[src/rtl/time_pkg.sv]
// Shared types and constants for the time-setting digit entry path.
package time_pkg;

    localparam int unsigned DIGIT_W    = 4;
    localparam int unsigned VAL_W      = 7;
    localparam int unsigned HOUR_W     = 5;
    localparam int unsigned MINSEC_W   = 6;
    localparam int unsigned FIELD_W    = 2;

    localparam int unsigned KEY_CLR    = 10;
    localparam int unsigned KEY_SHARP  = 11;
    localparam int unsigned HOUR_MAX   = 23;
    localparam int unsigned MINSEC_MAX = 59;

    typedef enum logic [1:0] {
        IDLE  = 2'd0,
        ENTRY = 2'd1,
        CHECK = 2'd2
    } state_t;

    typedef enum logic [FIELD_W-1:0] {
        FLD_NONE = 2'd0,
        FLD_HOUR = 2'd1,
        FLD_MIN  = 2'd2,
        FLD_SEC  = 2'd3
    } field_t;

    // True for decimal key codes 0-9.
    function automatic logic is_digit(input logic [DIGIT_W-1:0] code);
        return code <= DIGIT_W'(9);
    endfunction

endpackage

[src/rtl/bcd2_field.sv]
// Two-digit BCD staging register with binary value and range compare.
module bcd2_field
    import time_pkg::*;
(
    input  logic               clock,
    input  logic               reset,
    input  logic               shift,
    input  logic               clear,
    input  logic               zero_init,
    input  logic [DIGIT_W-1:0] digit,
    input  logic [VAL_W-1:0]   max_val,
    output logic [VAL_W-1:0]   value_c,
    output logic               le_max_c
);

    logic [DIGIT_W-1:0] tens;
    logic [DIGIT_W-1:0] ones;

    // Shift new digit into ones, old ones into tens; clear wins over shift.
    always_ff @(posedge clock or negedge reset) begin
        if (!reset) begin
            tens <= '0;
            ones <= '0;
        end else if (clear || zero_init) begin
            tens <= '0;
            ones <= '0;
        end else if (shift) begin
            tens <= ones;
            ones <= digit;
        end
    end

    // Tens nibble may hold up to 9, so the value spans 0-99.
    assign value_c  = VAL_W'(tens) * VAL_W'(10) + VAL_W'(ones);
    assign le_max_c = (value_c <= max_val);

endmodule

[src/rtl/time_set_entry.sv]
// Captures keypad digits into hour/min/sec staging and commits them after a range check.
module time_set_entry
    import time_pkg::*;
(
    input  logic                clock,
    input  logic                reset,
    input  logic                key_valid,
    input  logic [DIGIT_W-1:0]  key_code,
    input  logic                hour_en,
    input  logic                min_en,
    input  logic                sec_en,
    input  logic                complete_setting,
    output logic [HOUR_W-1:0]   hour,
    output logic [MINSEC_W-1:0] min,
    output logic [MINSEC_W-1:0] sec,
    output logic                set_valid,
    output logic                entry_err,
    output logic [FIELD_W-1:0]  active_field
);

    state_t                state;
    state_t                state_next;
    field_t                sel_fld;
    field_t                field_next;
    logic                  any_en;
    logic                  key_ok;
    logic                  zero_init;
    logic                  digit_key;
    logic                  clr_key;
    logic                  all_ok;
    logic [VAL_W-1:0]      hour_val;
    logic [VAL_W-1:0]      min_val;
    logic [VAL_W-1:0]      sec_val;
    logic                  hour_ok;
    logic                  min_ok;
    logic                  sec_ok;
    logic [HOUR_W-1:0]     hour_next;
    logic [MINSEC_W-1:0]   min_next;
    logic [MINSEC_W-1:0]   sec_next;
    logic                  set_valid_next;
    logic                  entry_err_next;

    assign any_en = hour_en | min_en | sec_en;
    assign all_ok = hour_ok & min_ok & sec_ok;

    // Field select with hour > min > sec priority.
    always_comb begin
        sel_fld = FLD_NONE;
        if (hour_en)     sel_fld = FLD_HOUR;
        else if (min_en) sel_fld = FLD_MIN;
        else if (sec_en) sel_fld = FLD_SEC;
    end

    // Keys only count in ENTRY and never alongside complete_setting.
    assign digit_key = key_valid & key_ok & is_digit(key_code);
    assign clr_key   = key_valid & key_ok & (key_code == DIGIT_W'(KEY_CLR));

    // Next state, staging controls and next output values.
    always_comb begin
        state_next     = state;
        zero_init      = 1'b0;
        key_ok         = 1'b0;
        hour_next      = hour;
        min_next       = min;
        sec_next       = sec;
        set_valid_next = 1'b0;
        entry_err_next = 1'b0;
        case (state)
            IDLE: begin
                if (complete_setting) begin
                    state_next = CHECK;
                end else if (any_en) begin
                    state_next = ENTRY;
                    zero_init  = 1'b1;
                end
            end
            ENTRY: begin
                key_ok = ~complete_setting;
                if (complete_setting) state_next = CHECK;
                else if (!any_en)     state_next = IDLE;
            end
            CHECK: begin
                state_next = IDLE;
                if (all_ok) begin
                    hour_next      = HOUR_W'(hour_val);
                    min_next       = MINSEC_W'(min_val);
                    sec_next       = MINSEC_W'(sec_val);
                    set_valid_next = 1'b1;
                end else begin
                    entry_err_next = 1'b1;
                end
            end
            default: state_next = IDLE;
        endcase
        field_next = (state_next == ENTRY) ? sel_fld : FLD_NONE;
    end

    // State register.
    always_ff @(posedge clock or negedge reset) begin
        if (!reset) state <= IDLE;
        else        state <= state_next;
    end

    // Registered outputs.
    always_ff @(posedge clock or negedge reset) begin
        if (!reset) begin
            hour         <= '0;
            min          <= '0;
            sec          <= '0;
            set_valid    <= 1'b0;
            entry_err    <= 1'b0;
            active_field <= FLD_NONE;
        end else begin
            hour         <= hour_next;
            min          <= min_next;
            sec          <= sec_next;
            set_valid    <= set_valid_next;
            entry_err    <= entry_err_next;
            active_field <= field_next;
        end
    end

    bcd2_field u_hour (
        .clock     (clock),
        .reset     (reset),
        .shift     (digit_key & (sel_fld == FLD_HOUR)),
        .clear     (clr_key & (sel_fld == FLD_HOUR)),
        .zero_init (zero_init),
        .digit     (key_code),
        .max_val   (VAL_W'(HOUR_MAX)),
        .value_c   (hour_val),
        .le_max_c  (hour_ok)
    );

    bcd2_field u_min (
        .clock     (clock),
        .reset     (reset),
        .shift     (digit_key & (sel_fld == FLD_MIN)),
        .clear     (clr_key & (sel_fld == FLD_MIN)),
        .zero_init (zero_init),
        .digit     (key_code),
        .max_val   (VAL_W'(MINSEC_MAX)),
        .value_c   (min_val),
        .le_max_c  (min_ok)
    );

    bcd2_field u_sec (
        .clock     (clock),
        .reset     (reset),
        .shift     (digit_key & (sel_fld == FLD_SEC)),
        .clear     (clr_key & (sel_fld == FLD_SEC)),
        .zero_init (zero_init),
        .digit     (key_code),
        .max_val   (VAL_W'(MINSEC_MAX)),
        .value_c   (sec_val),
        .le_max_c  (sec_ok)
    );

endmodule
[config.mk]
export PLATFORM = sky130hd
export DESIGN_NAME = time_set_entry
export DESIGN_NICKNAME = d
export VERILOG_FILES = /design/src/rtl/time_pkg.sv /design/src/rtl/bcd2_field.sv /design/src/rtl/time_set_entry.sv
export SDC_FILE = /design/constraint.sdc
export NUM_CORES = 1
export LEC_CHECK = 0
export BUFFER_PORTS_ARGS = -buffer_cell sky130_fd_sc_hd__buf_4
export CAP_MARGIN = 10
export CORE_ASPECT_RATIO = 0.75
export CORE_MARGIN = 8
export CORE_UTILIZATION = 45
export DETAILED_ROUTE_END_ITERATION = 6
export GPL_ROUTABILITY_DRIVEN = 0
export PLACE_DENSITY = 0.72
export SYNTH_ARGS = -nofsm -noshare
export SYNTH_HDL_FRONTEND = slang
export SYNTH_SLANG_ARGS = --single-unit
[constraint.sdc]
create_clock -name clock -period 3.6 [get_ports clock]
set_clock_uncertainty 0.2 [all_clocks]
set_input_delay 0.54 -clock clock [delete_from_list [all_inputs] [get_ports clock]]
set_output_delay 0.54 -clock clock [all_outputs]
set_load 0.02 [all_outputs]
# --- Yosys cells after proc, flatten, opt, wreduce, memory -nomap -nowiden ---
# Index checks and enable logic that the tools add are counted.
op_classes:
  reduce_logical: 8
  div_mod_pow: 0
  bitwise_logic: 14
  n_lt_le_gt_ge: 4
  shifts: 0
  mul: 3
  add_sub_neg: 3
  eq_ne: 7
  mux: 29
op_table:
  columns: ["op", "count"]
  rows:
  - ["$mux W4", 12]
  - ["$add A7 B4 Y7", 3]
  - ["$mul A4 B3 Y6 const B", 3]
  - ["$mux W2", 8]
  - ["$le A7 B6 Y1 const B", 2]
  - ["$and A1 B1 Y1", 11]
  - ["$mux W1", 8]
  - ["$le A7 B5 Y1 const B", 1]
  - ["$eq A2 B1 Y1 const B", 3]
  - ["$eq A2 B2 Y1 const B", 3]
  - ["$reduce_bool A2 Y1", 3]
  - ["$eq A4 B4 Y1 const B", 1]
  - ["$le A4 B4 Y1 const B", 1]
  - ["$pmux W2 S2", 1]
  - ["$logic_or A1 B1 Y1", 3]
  - ["$logic_not A2 Y1", 1]
  - ["$or A1 B1 Y1", 2]
  - ["$reduce_and A2 Y1", 1]
  - ["$not A1 Y1", 1]
totals:
  wordCells: 81
  regBits: 47
  ramBits: 0
  latch_bits: 0
  out_inout_bits: 21
  input_bits: 11
  rom_bits: 0
  mem_count: 0

# --- Depth between registers and ports, before layout ---
depth:
  depth_word: 7
  mapped_depth: 11

# --- Hierarchy ---
# A second synthesis with hierarchy kept.
unflattened:
  cells_unflattened: 309
  hier_area_um2: 3234.4
modules_own_cells:
  columns: ["module", "cells_per_inst", "instances", "area_each_um2"]
  rows:
  - ["bcd2_field", 80, 3, 744.5]
  - ["time_set_entry", 69, 1, 1001.0]

# --- Worst setup path after synthesis ---
# No wires, ideal clock.
synth_timing:
  path_type: "register to register"
  startpoint: "register u_min.tens[1]"
  endpoint: "register hour[0]"
  stages_incl_launch_ff: 11
  setup_slack_ns: 0.285
  n_path_buf: 1
  arrival_time_ns: 2.990
  setup_time_ns: 0.125
  cell_sequence: "dfrtp_1 -> ha_1 -> ha_1 -> inv_1 -> fa_1 -> nor4b_1 -> xnor2_1 -> o211ai_1 -> nor4_4 -> buf_8 -> mux2_4"
synth_via:
  elab_chain_len: 6
synth_rtl:
  columns: ["item", "line_no", "rtl"]
  rows:
  - ["start, declared", "bcd2_field.sv:16", "logic [DIGIT_W-1:0] tens;"]
  - ["start signal, assigned", "bcd2_field.sv:28", "tens <= ones;"]
  - ["$mul A4 B3 Y6", "bcd2_field.sv:34", "assign value_c = VAL_W'(tens) * VAL_W'(10) + VAL_W'(ones);"]
  - ["$add A7 B4 Y7", "bcd2_field.sv:34", null]
  - ["$le A7 B6 Y1", "bcd2_field.sv:35", "assign le_max_c = (value_c <= max_val);"]
  - ["$and A1 B1 Y1 (2 in series)", "time_set_entry.sv:44", "assign all_ok = hour_ok & min_ok & sec_ok;"]
  - ["$reduce_and A2 Y1 (no line)", null, null]
  - ["end signal, assigned", "time_set_entry.sv:114", "hour <= hour_next;"]
  - ["end, declared", "time_set_entry.sv:13", "output logic [HOUR_W-1:0] hour,"]
# Every way passes these cells.
# A chain may end at the register's enable or synchronous reset.

# --- Worst setup path in the final report ---
layout_timing:
  startpoint: "register u_sec.tens[1]"
  endpoint: "register min[2]"
layout_via:
  elab_chain_len: 5
layout_rtl:
  columns: ["item", "line_no", "rtl"]
  rows:
  - ["start, declared", "bcd2_field.sv:16", null]
  - ["start signal, assigned", "bcd2_field.sv:28", null]
  - ["$mul A4 B3 Y6", "bcd2_field.sv:34", null]
  - ["$add A7 B4 Y7", "bcd2_field.sv:34", null]
  - ["$le A7 B6 Y1", "bcd2_field.sv:35", null]
  - ["$and A1 B1 Y1", "time_set_entry.sv:44", null]
  - ["$reduce_and A2 Y1 (no line)", null, null]
  - ["end signal, assigned", "time_set_entry.sv:115", "min <= min_next;"]
  - ["end, declared", "time_set_entry.sv:14", "output logic [MINSEC_W-1:0] min,"]
# Every way passes these cells.

==> run metrics <==
critical path endpoint min[2]; Worst Reg2Reg Path Length in Cells 10; RSZ-0062 raised after global routing false; I/O pin count 32; Crit path buffers/inverters 2; final core utilization 53.5%; Worst EP arrival approximately 3300 ps; TritonCTS clock tree built; CTS H-tree depth 2; site row count 24; Hold Vio Cnt, Final 0; max cap viols 0; critical path fanouts, max 11; Final Critical Period 3300 ps; synthesis-to-layout area growth 15.7%; Synth Area in Adders 13.0%; sequential share of power 54.3%; CTS Sinks 47; vias ~1800; Compound-Gate Fraction of Synth Area 8.55%; DP Cell Count 348; initial DRC count 66; largest net degree at the start of global routing 48; Multi-input gate area 1380 um2; Ant. Diodes 0; cts repair resizes 0; Synth Area per Inst 11.0 um2; CP Launch Point u_sec.tens[1]; Remaining Overflow, GRT 0; post-synthesis sequential area ratio 44.2%; Req. time, crit path 3580 ps; Crit-path slowest cell fa_1; starting density of the core a little under half; mux cell area share after synthesis 13.3%; LEAKAGE 1.59 nW; global-route wire length before repair 9.61 mm; status complete, no violations; DRC viols 0; power share of the clock group between 30% and 40%; WS Path Type reg -> reg; Clock Tree Root clkbuf_8; post-synth cell types 37; Max VDD drop between 0.2 and 0.25 mV; fraction of layout cells with a size suffix above 1 20.9%; combinational share of power 8.6%; pwr/cell area 326 nW/um2; crit-path cells ha_1, ha_1, inv_1, fa_1, xor2_1, a221oi_1, o31ai_2, nor4_4, buf_4, mux2_2; hold-fix buffers at CTS 0; P_int 0.000773 W; vias in the first global route about 2000; Slew Limit Headroom 57.5%; drt pass-1 iters 4; CTS Buf Count 5; Simple-Gate Fraction of Synth Area 12.5%; XOR/XNOR share of the synthesized area between 4 and 5%; Max stage delay on crit path between 400 and 500 ps; Avg WL per Cell ~15 um; core area around 5800 um2; die area 8660 um2; width of the die 105 um; yosys warns 0; RR Endpoint min[2]; clock transition at the registers of the reported paths 80 ps; Worst Setup End Kind register; Post-Layout Cell Count 355; Reg2Reg Setup Slack roughly 300 ps; port bufs 31; DPL Wire Length 4.27 mm; GRT Util Overall 13.7%; CP dominant cell by count ha_1; f_max 0.303 GHz; CP startpoint kind register; main combinational cell family by area after synthesis multiplexers; Post-CTS Setup Bufs 0; sw power approximately 0.00023 W; Clock Path Buffers 2; initial antenna violation count 0; setup TNS 0 ps; vias per cell 5.13; Net Sw Frac 23.0%; later-pin clock latency in the skew report about 290 ps; Cells after Synth 242; Hold WC Path Type in -> async; Die Height 82.6 um; register area between 1000 and 1500 um2; Netlist Area Pre-Place between 2000 and 3000 um2; Worst Tran Pin Value around 630 ps; Worst R2R Start u_sec.tens[1]; Primary FF master, synth dfrtp_1; count of flip-flops with a built-in enable after synthesis 0; # fillers around 550; Final Cycle Share about 90%; asr flop ratio synth 100%; Final Max Tran Viols 0; final setup fails 0; Yosys reg bits 47; CP delay by family, top adder cells; Total Wirelength 5.47 mm; CP Depth 10; Post-DRT Antenna Nets 0; fin nets around 310; Syn Nets 277
## cells in the final DEF (no fill, tap or decap), types with 5 or more instances in the layout
master,instances
mux2_2,8
dfrtp_1,47
o21ai_0,6
nand3_1,10
xnor2_1,6
a21oi_1,17
clkbuf_8,5
nand2_1,12
xor2_1,6
mux2i_1,19
fa_1,6
inv_1,20
nor2_1,25
ha_1,18
mux2_4,5
nor3_1,6
buf_4,33
## cells in the mapped netlist (2+ instances only)
library cell  count  area [um2]
nand3_1          10        50.1
ha_1             18         225
dfrtp_1          47        1180
mux2_2            8        90.1
nor2_1           25        93.8
nand3b_1          2        15.0
a21oi_1          17        85.1
o21ai_0           6        30.0
mux2_4            5        75.1
nor3_1            6        30.0
o211ai_1          3        22.5
fa_1              6         120
and4_1            2        17.5
xor2_1            6        52.6
mux2i_1          19         190
xnor2_1           6        52.6
clkbuf_1          4        15.0
nand2_1          12        45.0
nor2b_1           3        18.8
inv_1            20        75.1
## state kept, by name, indices dropped and copies added (netlist names), 2 cells and up
name and cells:
active_field 2, min 6, u_min.tens 4, sec 6, u_hour.tens 4, u_sec.tens 4
u_min.ones 4, u_hour.ones 4, u_sec.ones 4, state 2, hour 5
## metrics by stage
stage	total power, W	setup WS, ps	instance area, um2	hold slack (ps)
5_1_grt	0.00105	72.8	3080	86.5
4_1_cts	0.00102	272	3080	66.6
2_1_floorplan	0.000599	285	2660	44.4
3_5_place_dp	0.000643	288	2980	296
6_report	0.00100	304	3080	36.0
3_3_place_gp	0.000641	309	2980	294
## worst min-delay path by stage
stage                start         endpoint  cells after the start
finish               reset          hour[4]                      1
global route         reset          hour[4]                      1
CTS                  reset          hour[1]                      1
detailed placement  min[3]           min[3]                      1
global placement    min[5]           min[5]                      1
floorplan            reset  active_field[0]                      0
## final cells by class
| cell class | instances | share of cell area [%] |
|---|---|---|
| Clock buffer | 6 | 2.35 |
| Sequential cell | 47 | 38.2 |
| Multi-Input combinational cell | 170 | 44.9 |
| Inverter | 20 | 2.44 |
| Tap cell | 78 | 3.17 |
| Timing Repair Buffer | 33 | 8.04 |
| Clock inverter | 1 | 0.974 |
## layer usage
| layer | routed length [um] | vias to the layer above | track usage [%] |
|---|---|---|---|
| met5 | 0 | - | 0 |
| met4 | 20 | 0 | 3.83 |
| met3 | 265 | 2 | 3.95 |
| met2 | 2200 | 33 | 20.2 |
| met1 | 2990 | 879 | 19.2 |
| li1 | - | 908 | - |
## power by group through the flow
stage	logic (W)	clock network [W]	registers [W]
after floorplan	0.0000395	0	0.000560
after global placement	0.0000863	0	0.000555
after detailed placement	0.0000878	0	0.000555
after CTS	0.0000880	0.000384	0.000545
after global routing	0.0000955	0.000408	0.000546
final	0.0000860	0.000373	0.000545
## cell families (layout without fill, tap and decap cells)
| family | after synthesis | count (layout) |
|---|---|---|
| simple gates | 66 | 66 |
| mux | 32 | 32 |
| compound gates | 35 | 35 |
| buf+inv | 25 | 60 |
| xor+xnor | 13 | 13 |
| flops | 47 | 47 |
| fa+ha+maj | 24 | 24 |
Power figures use the tool's default switching activity.
